[src/rtl/frame_buffer_pkg.sv]
// ---------------------------------------------------------------------------
// frame_buffer_pkg: shared types for the frame-buffer scanout engine
// Revision: 1.0
// ---------------------------------------------------------------------------
`default_nettype none

package frame_buffer_pkg;

    // Pixel width carried by the beat struct; the top-level DATA_SIZE must match.
    localparam int PIXEL_W = 1;

    typedef enum logic [1:0] {
        IDLE   = 2'd0,
        ACTIVE = 2'd1,
        BLANK  = 2'd2,
        FLIP   = 2'd3
    } scanout_state_t;

    typedef struct packed {
        logic [PIXEL_W-1:0] data;
        logic               line_end;
        logic               frame_end;
    } pixel_beat_t;

endpackage

`default_nettype wire

[src/rtl/scanout_skid_fifo.sv]
// ---------------------------------------------------------------------------
// scanout_skid_fifo: 2-entry FIFO of pixel beats between SRAM return and output
// Revision: 1.0
// ---------------------------------------------------------------------------
`default_nettype none

module scanout_skid_fifo
    import frame_buffer_pkg::*;
(
    input  logic        clk,
    input  logic        n_rst,
    input  logic        push_i,
    input  pixel_beat_t push_beat_i,
    input  logic        pop_i,
    output pixel_beat_t head_o,
    output logic [1:0]  count_o
);

    pixel_beat_t mem_q [2];
    logic        wr_ptr_q;
    logic        rd_ptr_q;
    logic [1:0]  count_q;
    logic        w_pop;

    // The issuing side never pushes into a full FIFO, so only pop needs guarding.
    assign w_pop = pop_i && (count_q != 2'd0);

    always_ff @(posedge clk or negedge n_rst) begin
        if (!n_rst) begin
            mem_q[0] <= '0;
            mem_q[1] <= '0;
            wr_ptr_q <= 1'b0;
            rd_ptr_q <= 1'b0;
            count_q  <= 2'd0;
        end else begin
            if (push_i) begin
                mem_q[wr_ptr_q] <= push_beat_i;
                wr_ptr_q        <= ~wr_ptr_q;
            end
            if (w_pop) begin
                rd_ptr_q <= ~rd_ptr_q;
            end
            case ({push_i, w_pop})
                2'b10:   count_q <= count_q + 2'd1;
                2'b01:   count_q <= count_q - 2'd1;
                default: count_q <= count_q;
            endcase
        end
    end

    assign head_o  = mem_q[rd_ptr_q];
    assign count_o = count_q;

endmodule

`default_nettype wire

[src/rtl/frame_buffer_scanout.sv]
// ---------------------------------------------------------------------------
// frame_buffer_scanout: raster read engine for the double-buffered pixel SRAM
// Revision: 1.0
// ---------------------------------------------------------------------------
`default_nettype none

module frame_buffer_scanout
    import frame_buffer_pkg::*;
#(
    parameter int ADDR_SIZE    = 8,
    parameter int DATA_SIZE    = PIXEL_W,
    parameter int H_PIXELS     = 16,
    parameter int V_LINES      = 16,
    parameter int BLANK_CYCLES = 4
)(
    input  logic                 clk,
    input  logic                 n_rst,
    input  logic                 enable,
    input  logic                 frame_done,
    output logic [ADDR_SIZE-1:0] read_addr,
    input  logic [DATA_SIZE-1:0] read_data,
    output logic                 flip,
    output logic [DATA_SIZE-1:0] pixel_data,
    output logic                 pixel_valid,
    input  logic                 pixel_ready,
    output logic                 line_end,
    output logic                 frame_end,
    output logic                 flip_pending
);

    localparam int XW = (H_PIXELS > 1) ? $clog2(H_PIXELS) : 1;
    localparam int YW = (V_LINES > 1) ? $clog2(V_LINES) : 1;
    localparam int BW = $clog2(BLANK_CYCLES);
    localparam logic [XW-1:0] X_LAST     = XW'(H_PIXELS - 1);
    localparam logic [YW-1:0] Y_LAST     = YW'(V_LINES - 1);
    localparam logic [BW-1:0] BLANK_LAST = BW'(BLANK_CYCLES - 1);

    scanout_state_t       state_q, state_d;
    logic [ADDR_SIZE-1:0] addr_q, addr_d;
    logic [XW-1:0]        x_q, x_d;
    logic [YW-1:0]        y_q, y_d;
    logic [BW-1:0]        blank_q, blank_d;
    logic                 flip_pending_q, flip_pending_d;
    logic                 inflight_q;
    logic                 line_end_q;
    logic                 frame_end_q;

    logic                 w_issue;
    logic                 w_x_last;
    logic                 w_y_last;
    logic                 w_blank_done;
    logic                 w_credit;
    logic [1:0]           w_fifo_count;
    logic [1:0]           w_outstanding;
    pixel_beat_t          w_push_beat;
    pixel_beat_t          w_head;

    assign w_x_last      = (x_q == X_LAST);
    assign w_y_last      = (y_q == Y_LAST);
    assign w_blank_done  = (blank_q == BLANK_LAST);
    // Beats queued plus the one read still in the SRAM pipe must fit the 2-entry FIFO.
    assign w_outstanding = w_fifo_count + {1'b0, inflight_q};
    assign w_credit      = (w_outstanding < 2'd2);

    always_comb begin
        state_d = state_q;
        addr_d  = addr_q;
        x_d     = x_q;
        y_d     = y_q;
        blank_d = blank_q;
        w_issue = 1'b0;
        case (state_q)
            IDLE: begin
                if (enable) begin
                    state_d = ACTIVE;
                    addr_d  = '0;
                    x_d     = '0;
                    y_d     = '0;
                end
            end
            ACTIVE: begin
                if (w_credit) begin
                    w_issue = 1'b1;
                    addr_d  = addr_q + ADDR_SIZE'(1);
                    if (w_x_last) begin
                        x_d = '0;
                        if (w_y_last) begin
                            y_d     = '0;
                            addr_d  = '0;
                            blank_d = '0;
                            state_d = BLANK;
                        end else begin
                            y_d = y_q + YW'(1);
                        end
                    end else begin
                        x_d = x_q + XW'(1);
                    end
                end
            end
            BLANK: begin
                if (!w_blank_done) begin
                    blank_d = blank_q + BW'(1);
                end else if (!inflight_q && (w_fifo_count == 2'd0)) begin
                    if (flip_pending_q) begin
                        state_d = FLIP;
                    end else if (enable) begin
                        state_d = ACTIVE;
                    end else begin
                        state_d = IDLE;
                    end
                end
            end
            FLIP: begin
                state_d = enable ? ACTIVE : IDLE;
            end
            default: begin
                state_d = IDLE;
            end
        endcase
    end

    assign flip = (state_q == FLIP);
    // A frame_done arriving with the flip re-arms the flag for the next blank.
    assign flip_pending_d = (flip_pending_q && !flip) || frame_done;

    always_ff @(posedge clk or negedge n_rst) begin
        if (!n_rst) begin
            state_q        <= IDLE;
            addr_q         <= '0;
            x_q            <= '0;
            y_q            <= '0;
            blank_q        <= '0;
            flip_pending_q <= 1'b0;
            inflight_q     <= 1'b0;
            line_end_q     <= 1'b0;
            frame_end_q    <= 1'b0;
        end else begin
            state_q        <= state_d;
            addr_q         <= addr_d;
            x_q            <= x_d;
            y_q            <= y_d;
            blank_q        <= blank_d;
            flip_pending_q <= flip_pending_d;
            inflight_q     <= w_issue;
            line_end_q     <= w_issue && w_x_last;
            frame_end_q    <= w_issue && w_x_last && w_y_last;
        end
    end

    assign w_push_beat.data      = read_data;
    assign w_push_beat.line_end  = line_end_q;
    assign w_push_beat.frame_end = frame_end_q;

    scanout_skid_fifo u_fifo (
        .clk         (clk),
        .n_rst       (n_rst),
        .push_i      (inflight_q),
        .push_beat_i (w_push_beat),
        .pop_i       (pixel_ready),
        .head_o      (w_head),
        .count_o     (w_fifo_count)
    );

    assign read_addr    = addr_q;
    assign pixel_valid  = (w_fifo_count != 2'd0);
    assign pixel_data   = w_head.data;
    assign line_end     = w_head.line_end;
    assign frame_end    = w_head.frame_end;
    assign flip_pending = flip_pending_q;

endmodule

`default_nettype wire
[config.mk]
export PLATFORM = sky130hd
export DESIGN_NAME = frame_buffer_scanout
export DESIGN_NICKNAME = d
export VERILOG_FILES = /design/src/rtl/frame_buffer_pkg.sv /design/src/rtl/scanout_skid_fifo.sv /design/src/rtl/frame_buffer_scanout.sv
export SDC_FILE = /design/constraint.sdc
export NUM_CORES = 1
export LEC_CHECK = 0
export CORE_MARGIN = 1
export CORE_UTILIZATION = 45
export DETAILED_ROUTE_END_ITERATION = 16
export GPL_TIMING_DRIVEN = 0
export PLACE_DENSITY = 0.66
export SLEW_MARGIN = 0
export SYNTH_ARGS = -nofsm -noshare
export SYNTH_HDL_FRONTEND = slang
export SYNTH_SLANG_ARGS = --single-unit
[constraint.sdc]
create_clock -name clk -period 1.5 [get_ports clk]
set_input_delay 0.15 -clock clk [delete_from_list [all_inputs] [get_ports clk]]
set_output_delay 0.15 -clock clk [all_outputs]
set_load 0.05 [all_outputs]
* Word-level counts from Yosys, hierarchy flattened
Cells that the tools add are included.
** Word-level totals
- Register bits :: 34
- Output and inout bits :: 14
** Cells by class
- Add/sub/neg operators :: 7
- Magnitude comparators :: 4
- Equal/unequal tests :: 15
- Muxes and demuxes :: 36
- Bitwise operators :: 4
- Reductions and logical operators :: 19
** Operator list (count)
- 2-to-1 mux 8 bit :: 4
- 2-to-1 mux 4 bit :: 6
- 2-to-1 mux 2 bit :: 11
- one-hot mux 4 bit (2 select lines) :: 2
- one-hot mux 8 bit (2 select lines) :: 1
- != test 2 bit (second input constant) :: 7
- 2-to-1 mux 3 bit :: 4
- adder 4 x 1 -> 4 bit (second input constant) :: 2
- adder 8 x 1 -> 8 bit (second input constant) :: 1
- equality test 2 bit (second input constant) :: 4
- equality test 4 bit (second input constant) :: 2
- one-hot mux 2 bit (2 select lines) :: 2
- one-hot mux 2 bit (4 select lines) :: 1
- nonzero test 2 bit :: 4
- bitwise mux 6 bit :: 1
- logical AND 1 bit :: 6
- AND reduction 6 bit :: 1
- AND reduction 5 bit :: 1
- adder 2 x 1 -> 2 bit (second input constant) :: 2
- equality test 2 x 1 -> 1 bit (second input constant) :: 2
- >= comparator 2 bit (second input constant) :: 2
- zero test 2 bit :: 2
- NOT 1 -> 2 bit :: 2
- AND reduction 4 bit :: 1
- other kinds (10) :: 14

* Logic depth before layout (Yosys ltp)
Gate-level depths: netlist of the first run.
- Word-level depth :: 6
- Mapped depth :: 7
- Mapped depth without buffers :: 6

* Modules after synthesis
A second synthesis of the first run with hierarchy kept.
** Unflattened totals
- Cells, all modules :: 163
- Area total of the unflattened synthesis :: 1701.6 µm²
** By module, submodules not included
- frame_buffer_scanout :: times used 1, cells an instance 133, area each 1261.2 µm², sequential area each 600.6 µm²
- scanout_skid_fifo :: times used 1, cells an instance 30, area each 440.4 µm², sequential area each 250.2 µm²

* Worst setup path after synthesis of the first run
No wires, ideal clock.
- Kind :: register to register
- Start point :: register addr_q[0], in the netlist read_addr[0]
- End point :: register addr_q[6], in the netlist read_addr[6]
- Setup time :: 87 ps
- Arrival :: 1657 ps
- Data required time :: 1413 ps
- Slack :: -243 ps
- Stages on the path, launching flop included :: 6
- Path buffers :: 0
- Path through :: dfrtp_1 ha_1 nand3_1 nor3_1 or3b_1 o211ai_1
** On the way
- Word-level cells in the longest chain between the ends :: 5
** RTL lines
- start, declared :: RTL line frame_buffer_scanout.sv:39 : logic [ADDR_SIZE-1:0] addr_q, addr_d;
- start signal, assigned :: RTL line frame_buffer_scanout.sv:139 : addr_q <= addr_d;
- adder 8 x 1 -> 8 bit (*) :: RTL line frame_buffer_scanout.sv:84 : addr_d = addr_q + ADDR_SIZE'(1);
- 2-to-1 mux 8 bit :: RTL line frame_buffer_scanout.sv:87 : if (w_y_last) begin
- 2-to-1 mux 8 bit (*) :: RTL line frame_buffer_scanout.sv:85 : if (w_x_last) begin
- 2-to-1 mux 8 bit (*) :: RTL line frame_buffer_scanout.sv:82 : if (w_credit) begin
- one-hot mux 8 bit (2 select lines) (*) :: RTL line frame_buffer_scanout.sv:72 : case (state_q)
Mark *: on every way between the ends. The rest lies on a longest branch, timed or not. The select of a mux whose other input is x is not followed.
A chain may end at the register's enable or synchronous reset.

* Worst setup path in the final report of the first run
- Start point :: register u_fifo.count_q[0], in the netlist u_fifo.count_o[0]
- End point :: register x_q[0]
** On the way
- Word-level cells in the longest chain between the ends :: 4
** RTL lines
- start, declared :: RTL line scanout_skid_fifo.sv:22 : logic [1:0] count_q;
- start signal, assigned :: RTL line scanout_skid_fifo.sv:44 : 2'b10: count_q <= count_q + 2'd1;
- start signal, assigned :: RTL line scanout_skid_fifo.sv:45 : 2'b01: count_q <= count_q - 2'd1;
- start signal, assigned :: RTL line scanout_skid_fifo.sv:46 : default: count_q <= count_q;
- adder 2 x 1 -> 2 bit :: RTL line frame_buffer_scanout.sv:62 : assign w_outstanding = w_fifo_count + {1'b0, inflight_q};
- less-than comparator 2 bit :: RTL line frame_buffer_scanout.sv:63 : assign w_credit = (w_outstanding < 2'd2);
- != test 2 bit (no source line)
- AND reduction 3 bit (no source line)
- end signal, assigned :: RTL line frame_buffer_scanout.sv:130 : x_q <= '0;
- end signal, assigned :: RTL line frame_buffer_scanout.sv:140 : x_q <= x_d;
- end, declared :: RTL line frame_buffer_scanout.sv:40 : logic [XW-1:0] x_q, x_d;
Every way passes these cells.

==> flow_metrics.py, run 1 <==
metrics = {
    "final_layout": {
        "area_growth_pct": 51.9,
        "fin_util": 0.720,
        "drive_gt1_frac": 0.457,
        "diodes": 0,
        "finish.instance_area_mm2": 0.00266,
        "final_cells": 280,
        "finalNetCount": 242,
    },
    "synth": {
        "synthDistinctLibCells": 49,
        "ys_warn_count": 0,
        "postSynthCellCount": 175,
        "ys_seq_elements": 34,
        "synth-main-ff-cell": "dfrtp_1",
        "avgSynthCellArea_um2": 10.0,
        "async_reset_ff_frac": 1.00,
        "yosysSeqAreaShare": 0.486,
        "synthesis.nets": 186,
        "syn_area_mm2": 0.00175,
        "synth-edff-count": 0,
    },
    "grt": {
        "grt_pass1_vias": 1681,
        "grt_max_degree": 35,
        "grt_pass1_wl_mm": 7.75,
        "overflow": 0,
        "grt_use_total": 0.248,
        "antenna_found_initial": 0,
    },
    "pwr": {
        "powerDensity_mw_per_mm2": 2030,
        "pwr-share-seq": 0.289,
        "pwr-share-clk": 0.156,
        "peakVddDrop_uv": 1190,
        "power.internal_mw": 3.02,
        "leakage_nw": 1.17,
        "comb_power_share": 0.555,
        "power.switching_mw": 2.36,
        "total_power_mw": 5.38,
        "p_sw_frac": 0.439,
    },
    "sta": {
        "fin_setup_tns_ps": -1990,
        "worst_slack_ps": -158,
        "fin_crit_sh": 1.11,
        "clock_skew_ps": 4.12,
        "layout_min_cycle_time_ps": 1660,
        "setup_viol": 21,
        "finalHoldViolations": 0,
        "clock.fmax_mhz": 603,
        "drv_slew": 0,
        "slew_headroom": 0.489,
        "holdWs_ps": 445,
        "grt_setup_unrepaired": "yes",
        "worst_pin_slew_ps": 767,
    },
    "route": {
        "wl_per_cell_um": 17.2,
        "routed_wl_mm": 4.81,
        "ant_nets": 0,
        "vias": 1620,
        "drt_iter0_drc": 99,
        "drc": 0,
        "dr.pass1.iters": 4,
        "viasPerCell": 5.79,
    },
    "clocking": {
        "cts_root_buf": "clkbuf_8",
        "clkTransAtPathRegs_ps": 70,
        "cts_buffers": 5,
        "ctsLongestPathBuffers": 2,
        "h-tree-depth": 2,
        "cts_sinks": 34,
        "clock_latency_ps": 290,
        "cts_tree": "done",
    },
    "hold_path": {
        "hold_path.class": "input port to flip-flop",
        "hold_path_depth": 2,
    },
    "critical_path": {
        "max_stage_delay_ps": 440,
        "crit_buf_inv": 0,
        "crit_required_ps": 1690,
        "reg2regPathDepth": 4,
        "cp_top_family": "compound AO/OA/AOI/OAI gates",
        "worst-setup-path-type": "flip-flop to flip-flop",
        "critPathLaunchType": "flip-flop",
        "cp_cell_sequence": "and3b_2 > o31a_1 > or2_4 > a21o_1",
        "critPathSlowestCell": "dfrtp_2",
        "end_kind": "flip-flop",
        "worst-path-max-fanout": 7,
        "cp.depth": 4,
        "cp.arrival_ps": 1840,
    },
    "die": {
        "io_pins": 20,
        "rows": 22,
        "die_x_um": 64.3,
        "core-area_mm2": 0.00369,
        "start_util": 0.474,
        "die_area_mm2": 0.00414,
        "die_y_um": 64.3,
    },
    "placed_design": {
        "dp_cells": 242,
        "dp_hpwl_mm": 2.73,
        "pre_cts_slack_ps": -487,
        "gp_congestion": 0.775,
        "post_dp_cell_area_mm2": 0.00204,
        "io_buffers": 19,
    },
    "run_status": {
        "violations": "setup timing",
        "status": "finished, violations left",
    },
    "run": {
        "maxCapViolCount": 0,
    },
}
cells in the mapped netlist (2+ instances only):
master / number / share of area
xor2_1: 3 / 0.015
ha_1: 5 / 0.036
nand3_1: 11 / 0.031
dfrtp_1: 34 / 0.49
a31oi_1: 2 / 0.0072
buf_2: 3 / 0.0086
nand2_1: 12 / 0.026
clkbuf_1: 4 / 0.0086
inv_1: 6 / 0.013
mux2_2: 9 / 0.058
a21boi_1: 2 / 0.0086
nand4_1: 5 / 0.018
xnor2_1: 2 / 0.010
o31ai_1: 4 / 0.017
a21o_1: 2 / 0.0086
o21ai_0: 12 / 0.034
nand2b_1: 3 / 0.011
o22ai_1: 2 / 0.0072
o21ai_1: 6 / 0.017
a21oi_1: 5 / 0.014
nor2_1: 9 / 0.019
o211ai_1: 2 / 0.0086
and2_1: 4 / 0.014
nor3b_1: 2 / 0.0086
nor4_1: 2 / 0.0072
per-layer routing:
| metal | wire, µm | vias up | track usage |
|---|---|---|---|
| met5 | 0 | - | 0 |
| met4 | 79 | 0 | 0.108 |
| met3 | 220 | 9 | 0.0607 |
| met2 | 2610 | 45 | 0.433 |
| met1 | 1900 | 807 | 0.286 |
| li1 | - | 759 | - |
cell families (layout without fill, tap and decap cells):
kind of cell	after synthesis	in the layout	synth area share
fa+ha+maj	5	5	0.0358
flops	34	34	0.486
compound gates	46	46	0.167
simple gates	61	61	0.190
buf+inv	14	71	0.0322
xor+xnor	5	5	0.0250
mux	10	10	0.0637
cell usage in the layout (no fill, tap or decap), drive strengths merged, types with 3 or more instances in the layout:
master / n
dlygate4sd2: 9
o21ai: 18
nand2: 12
dfrtp: 34
nor2: 9
clkdlybuf4s50: 4
mux2: 9
inv: 7
o31ai: 4
buf: 39
a21boi: 3
nand2b: 3
or2: 3
ha: 5
nand3: 11
clkbuf: 8
and2: 4
a21oi: 5
xor2: 3
nand4: 5
area by class of cell:
type | instances | area, µm²
clock inverter | 3 | 40.0
multi-input combinational | 127 | 1110
clock buffer | 5 | 68.8
tap | 48 | 60.1
buffer | 7 | 65.1
sequential | 34 | 860
timing repair buffer | 49 | 423
inverter | 7 | 31.3
fill | 255 | 1030
power groups by stage:
| stage | combinational, mW | sequential (mW) | clock, mW |
|---|---|---|---|
| 2_1_floorplan | 1.26 | 1.65 | 0 |
| 3_3_place_gp | 1.92 | 1.53 | 0 |
| 3_5_place_dp | 1.95 | 1.55 | 0 |
| 4_1_cts | 2.41 | 1.56 | 0.854 |
| 5_1_grt | 3.22 | 1.59 | 0.885 |
| 6_report | 2.99 | 1.56 | 0.838 |
sequential cells by signal, indices dropped and copies added, names as in the netlist:
name             count
read_addr            8
u_fifo.mem_q         6
x_q                  4
y_q                  4
blank_q              2
state_q              2
u_fifo.count_o       2
flip_pending         1
frame_end_q          1
inflight_q           1
line_end_q           1
u_fifo.rd_ptr_q      1
u_fifo.wr_ptr_q      1
timing repair:
item,in CTS,in global routing
resized for setup,89,23
setup endpoints to repair,34,23
buffers inserted,15,12
hold buffers,1,0
pin swaps,23,12
gates cloned,2,0
endpoints found under the hold margin,34,0
final timing paths:
| kind | startpoint | endpoint | slack [ps] |
|---|---|---|---|
| worst max-delay path | u_fifo.count_o[0] | x_q[0] | -160 |
| worst min-delay path | frame_done | flip_pending | 440 |
| worst max register to register | u_fifo.count_o[0] | x_q[0] | -160 |
| worst min register to register | u_fifo.wr_ptr_q | u_fifo.wr_ptr_q | 500 |
| max in group asynchronous | n_rst | read_addr[3] | 490 |
| min in group asynchronous | n_rst | u_fifo.mem_q[2] | 470 |
Note: power is estimated with default switching activity, not from simulation.
==> run 2: changes to the inputs <==
==> constraint.sdc (replaced) <==
create_clock -name clk -period 1.5 [get_ports clk]
set_input_delay 0.225 -clock clk [delete_from_list [all_inputs] [get_ports clk]]
set_output_delay 0.225 -clock clk [all_outputs]
set_load 0.05 [all_outputs]
==> run 2 against run 1 <==
  * Power shrank 2.0%
  * Die area is the same
  * Clock power shrank 0.5%
  * Sequential share of layout area grew 0.31 points
  * Worst hold slack lost 440 ps
  * The run still ends with setup timing left
  * Combinational power shrank 3%
  * Worst setup slack lost 19 ps
  * Sequential cell count is the same
  * Utilization shrank 0.68 points
  * Critical endpoint is now read_addr[5]
==> flow_metrics.py, run 2 (same netlist as run 1, synthesis figures left out) <==
metrics = {
    "placed_design": {
        "gp_congestion": 0.775,
        "io_buffers": 19,
        "dp_hpwl_mm": 2.73,
        "post_dp_cell_area_mm2": 0.00204,
    },
    "run": {
        "maxCapViolCount": 0,
    },
    "clocking": {
        "clkTransAtPathRegs_ps": 70,
        "cts_sinks": 34,
        "clock_latency_ps": 290,
        "h-tree-depth": 2,
        "cts_root_buf": "clkbuf_8",
        "cts_buffers": 5,
        "cts_tree": "done",
        "ctsLongestPathBuffers": 2,
    },
    "pwr": {
        "leakage_nw": 1.13,
        "peakVddDrop_uv": 1200,
        "powerDensity_mw_per_mm2": 2010,
        "total_power_mw": 5.28,
    },
    "critical_path": {
        "reg2reg_from": "u_fifo.count_o[0]",
        "worst-setup-path-type": "flip-flop to flip-flop",
        "end_kind": "flip-flop",
        "worst-path-max-fanout": 7,
        "crit_path_start": "u_fifo.count_o[0]",
        "critPathLaunchType": "flip-flop",
        "cp.arrival_ps": 1850,
        "crit_required_ps": 1670,
    },
    "grt": {
        "grt_use_total": 0.249,
        "grt_max_degree": 35,
        "overflow": 0,
        "grt_pass1_vias": 1706,
        "antenna_found_initial": 0,
        "grt_pass1_wl_mm": 7.76,
    },
    "route": {
        "drc": 0,
        "ant_nets": 0,
        "dr.pass1.iters": 4,
        "drt_iter0_drc": 63,
        "wl_per_cell_um": 16.9,
        "vias": 1616,
        "routed_wl_mm": 4.68,
        "viasPerCell": 5.83,
    },
    "run_status": {
        "violations": "setup timing",
        "status": "finished, violations left",
    },
    "final_layout": {
        "fillers": 270,
        "finalNetCount": 239,
        "drive_gt1_frac": 0.463,
        "largest_reg_flops": 8,
        "final_common_cell": "dfrtp_1",
        "area_growth_pct": 50.4,
        "diodes": 0,
        "layout_common_cells": "27 x dfrtp_1, 24 x buf_4, 11 x nand2_1",
        "finish.instance_area_mm2": 0.00263,
    },
    "die": {
        "die_y_um": 64.3,
        "start_util": 0.474,
        "io_pins": 20,
        "die_area_mm2": 0.00414,
        "core-area_mm2": 0.00369,
        "rows": 22,
        "die_x_um": 64.3,
    },
    "sta": {
        "fin_setup_tns_ps": -1980,
        "grt_setup_unrepaired": "yes",
        "slew_headroom": 0.486,
        "fin_crit_sh": 1.12,
        "worst_slack_ps": -177,
        "clock_skew_ps": 3.60,
        "setup_viol": 20,
        "finalHoldViolations": 0,
        "clock.fmax_mhz": 596,
        "layout_min_cycle_time_ps": 1680,
        "worst_pin_slew_ps": 771,
        "drv_slew": 0,
    },
    "hold_path": {
        "hold_path.class": "input port to asynchronous set/reset pin",
    },
}
-- run 2: changes by cell type in the layout (fill, tap and decap cells not counted), moves of 2 or more --
| cell | before | now |
|---|---|---|
| buf_2 | 5 | 3 |
| buf_4 | 27 | 24 |
| buf_6 | 4 | 6 |
| buf_8 | 1 | 3 |
| clkbuf_2 | 2 | 5 |
| clkdlybuf4s15_1 | 0 | 3 |
| dlygate4sd2_1 | 9 | 2 |
| mux2_2 | 9 | 7 |
| mux2_4 | 0 | 2 |
-- run 2: layout make-up --
class                      instances  area (µm²)  share of cell area
buffer                             7        68.8              0.0262
clock buffer                       5        68.8              0.0262
clock inverter                     3        40.0              0.0152
inverter                           7        31.3              0.0119
multi-input combinational        127        1100               0.417
sequential                        34         860               0.327
tap                               48        60.1              0.0228
timing repair buffer              46         404               0.154
-- run 2: worst max-delay path, stage by stage, from the launching register on --
cell and delay [ps]:
dfrtp_2 440, and3b_2 230, o31a_1 410, buf_4 190, a311oi_2 180, o22ai_1 110
-- run 2: worst paths after layout --
check                                  endpoint  slack [ps]  cells after the start
worst max-delay path               read_addr[5]        -180                      5
worst min-delay path            u_fifo.mem_q[5]           8                      1
worst max register to register     read_addr[5]        -180                      5
worst min register to register  u_fifo.wr_ptr_q         500                      1
max in group asynchronous          read_addr[3]         960                      1
min in group clk                u_fifo.wr_ptr_q         500                      1
-- run 2: metrics by stage --
step	util	hold slack, ps	std cells	worst slack [ps]
floorplan	-	-70.6	175	-10.9
global placement	0.555	474	242	-596
detailed placement	0.553	337	242	-562
CTS	0.666	21.8	269	-149
global route	0.713	72.2	277	-231
finish	0.713	7.74	277	-177
-- run 2: power by group --
part	leakage, nW	internal [mW]	total [mW]	switching, mW
Sequential	0.433	1.22	1.55	0.336
Clock	0.0579	0.489	0.834	0.345
Combinational	0.638	1.25	2.89	1.64
Total	1.13	2.95	5.28	2.32
-- run 2: routing by layer --
metal	routed length, µm	vias up	GRT usage
met1	1860	816	0.279
met5	0	-	0
li1	-	755	-
met2	2600	38	0.436
met4	63	0	0.122
met3	158	7	0.0643
-- run 2: timing repair --
action / CTS / global route
resized for setup: 93 / 38
setup endpoints to repair: 34 / 30
pin swaps: 21 / 15
gates cloned: 2 / 0
setup buffers: 17 / 8
hold buffers: 0 / 0
==> run 3: changes to the inputs <==
--- a/config.mk
+++ b/config.mk
@@ -6,4 +6,5 @@
 export NUM_CORES = 1
 export LEC_CHECK = 0
+export ABC_AREA = 1
 export CORE_MARGIN = 1
 export CORE_UTILIZATION = 45
==> constraint.sdc (replaced) <==
create_clock -name clk -period 1.5 [get_ports clk]
set_input_delay 0.3 -clock clk [delete_from_list [all_inputs] [get_ports clk]]
set_output_delay 0.3 -clock clk [all_outputs]
set_load 0.05 [all_outputs]
==> run 3 against run 2 <==
  * The run now ends clean
  * Sequential power about the same
  * Sequential share of layout area increased by 8.8 points
  * Synthesized cell count increased by 20%
  * Sequential cell count unchanged
  * First-iteration DRC count increased by 120%
  * Utilization decreased by 12 points
  * Fmax increased by 15%
  * Clock power decreased by 23%
  * Largest cell class is now registers
==> flow_metrics.py, run 3 <==
metrics = {
    "run_status": {
        "status": "finished clean",
    },
    "synth": {
        "synthTopCellsByCount": "63 x nand2_1, 34 x dfrtp_1, 22 x inv_1",
        "synth_top_cell_by_area": "dfrtp_1",
        "async_reset_ff_frac": 1.00,
        "syn_area_mm2": 0.00168,
        "synth-edff-count": 0,
        "synthDistinctLibCells": 23,
        "ys_seq_elements": 34,
        "postSynthCellCount": 210,
        "post-synth-top-count-cell": "nand2_1",
        "yosysSeqAreaShare": 0.507,
        "ys_warn_count": 0,
        "synthesis.nets": 221,
        "synth_top_area_frac": 0.507,
        "synth_area_leaders": "dfrtp_1 51%, nand2_1 14%, inv_1 4.9%, nand3_1 4.8%, nor2_1 4.5%",
        "synth-main-ff-cell": "dfrtp_1",
        "avgSynthCellArea_um2": 8.00,
    },
    "clocking": {
        "cts_buffers": 5,
        "ctsLongestPathBuffers": 2,
        "cts_tree": "done",
        "cts_sinks": 34,
        "h-tree-depth": 2,
        "cts_root_buf": "clkbuf_8",
        "clkTransAtPathRegs_ps": 60,
        "clock_latency_ps": 270,
    },
    "critical_path": {
        "crit_buf_inv": 1,
        "reg2regPathDepth": 8,
        "cp.arrival_ps": 1150,
        "cp_top_family": "buffers and inverters",
        "crit_required_ps": 1200,
        "critPathLaunchType": "flip-flop",
        "end_kind": "output pin",
        "cp.depth": 1,
        "worst-path-max-fanout": 3,
        "crit_path_start": "read_addr[7]",
        "cp_cell_sequence": "clkdlybuf4s15_1",
        "max_stage_delay_ps": 500,
        "worst-setup-path-type": "flip-flop to output pin",
        "r2r-end": "u_fifo.count_o[1]",
        "reg2reg_from": "u_fifo.count_o[0]",
        "crit_end": "read_addr[7]",
        "r2r_slack_ps": 80,
        "critPathSlowestCell": "clkdlybuf4s15_1",
    },
    "route": {
        "vias": 1484,
        "wl_per_cell_um": 11.6,
        "drc": 0,
        "dr.pass1.iters": 4,
        "drt_iter0_drc": 137,
        "viasPerCell": 5.17,
        "ant_nets": 0,
        "routed_wl_mm": 3.34,
    },
    "grt": {
        "overflow": 0,
        "antenna_found_initial": 0,
        "grt_pass1_vias": 1487,
        "grt_pass1_wl_mm": 6.02,
        "grt_util_met2": 0.337,
        "grt_use_total": 0.195,
        "grt_most_used_layer": "met2",
        "gr-usage-met3": 0.0453,
        "use_met1": 0.220,
        "grt_max_degree": 35,
    },
    "final_layout": {
        "fin_util": 0.598,
        "area_growth_pct": 22.7,
        "final_cells": 287,
        "layout_common_cells": "60 x nand2_1, 32 x dfrtp_1, 19 x nor2_1",
        "diodes": 0,
        "final_common_cell": "nand2_1",
        "largest_reg_flops": 8,
        "finalNetCount": 253,
        "drive_gt1_frac": 0.207,
        "fillers": 313,
    },
    "pwr": {
        "leakage_nw": 1.05,
        "p_sw_frac": 0.454,
        "power.internal_mw": 2.35,
        "peakVddDrop_uv": 867,
        "pwr-share-seq": 0.358,
        "pwr-share-clk": 0.150,
        "comb_power_share": 0.492,
        "powerDensity_mw_per_mm2": 2090,
        "power.switching_mw": 1.95,
    },
    "placed_design": {
        "dp_cells": 275,
        "gp_congestion": 0.807,
        "dp_hpwl_mm": 2.40,
        "io_buffers": 19,
    },
    "die": {
        "die_x_um": 63.1,
        "start_util": 0.488,
        "die_y_um": 63.1,
        "die_area_mm2": 0.00398,
        "io_pins": 20,
        "rows": 21,
        "core-area_mm2": 0.00344,
    },
    "sta": {
        "setup_viol": 0,
        "drv_slew": 0,
        "finalHoldViolations": 0,
        "fin_crit_sh": 0.969,
        "layout_min_cycle_time_ps": 1450,
        "slew_headroom": 0.500,
        "holdWs_ps": 88.1,
        "clock.fmax_mhz": 688,
        "worst_pin_slew_ps": 749,
        "clock_skew_ps": 2.38,
    },
    "run": {
        "maxCapViolCount": 0,
    },
    "hold_path": {
        "hold_path.class": "input port to asynchronous set/reset pin",
    },
}
run 3: repair_timing:
item	4_1_cts	5_1_grt
buffers inserted	0	6
hold buffers	0	0
pin swaps	0	4
resized for setup	47	19
setup endpoints to repair	19	26
run 3: per-stage QoR:
stage / TNS (ps) / setup WS [ps] / cell area (µm²) / total power [mW]
5_1_grt: -4.88 / -4.88 / 2060 / 4.65
4_1_cts: 0 / 0.895 / 2010 / 4.17
3_5_place_dp: -1430 / -252 / 1940 / 3.58
2_1_floorplan: 0 / 5.10 / 1700 / 3.00
6_report: 0 / 46.5 / 2060 / 4.30
3_3_place_gp: -19220 / -531 / 1950 / 3.49
run 3: logic make-up after synthesis:
logic type / count (synthesis) / synth area share
simple gates: 109 / 0.273
flops: 34 / 0.507
compound gates: 33 / 0.102
buf+inv: 26 / 0.0648
fa+ha+maj: 5 / 0.0373
xor+xnor: 3 / 0.0157
run 3: power groups by stage:
stage	Clock (mW)	Combinational [mW]	Sequential (mW)
floorplan	0	1.23	1.78
global placement	0	1.99	1.50
detailed placement	0	2.06	1.52
CTS	0.663	2.00	1.51
global route	0.714	2.35	1.58
finish	0.643	2.12	1.54
run 3: cell type report:
cell class	instances	area (µm²)	share of cell area
sequential	34	853	0.414
multi-input combinational	150	764	0.371
timing repair buffer	25	190	0.0923
inverter	23	88.8	0.0431
clock buffer	6	82.6	0.0401
tap	46	57.6	0.0279
buffer	3	22.5	0.0109
run 3: worst min-delay path by stage:
stage          depth (start not counted)              end
3_5_place_dp                           1  u_fifo.mem_q[5]
4_1_cts                                1     read_addr[7]
6_report                               1  u_fifo.mem_q[5]
2_1_floorplan                          0       blank_q[0]
5_1_grt                                1  u_fifo.mem_q[5]
3_3_place_gp                           2  u_fifo.mem_q[2]
run 3: layer usage:
metal  part of all wire  routed length (µm)
met1               0.45                1490
met2               0.51                1690
met3              0.030                  99
met4              0.019                  62
met5                  0                   0
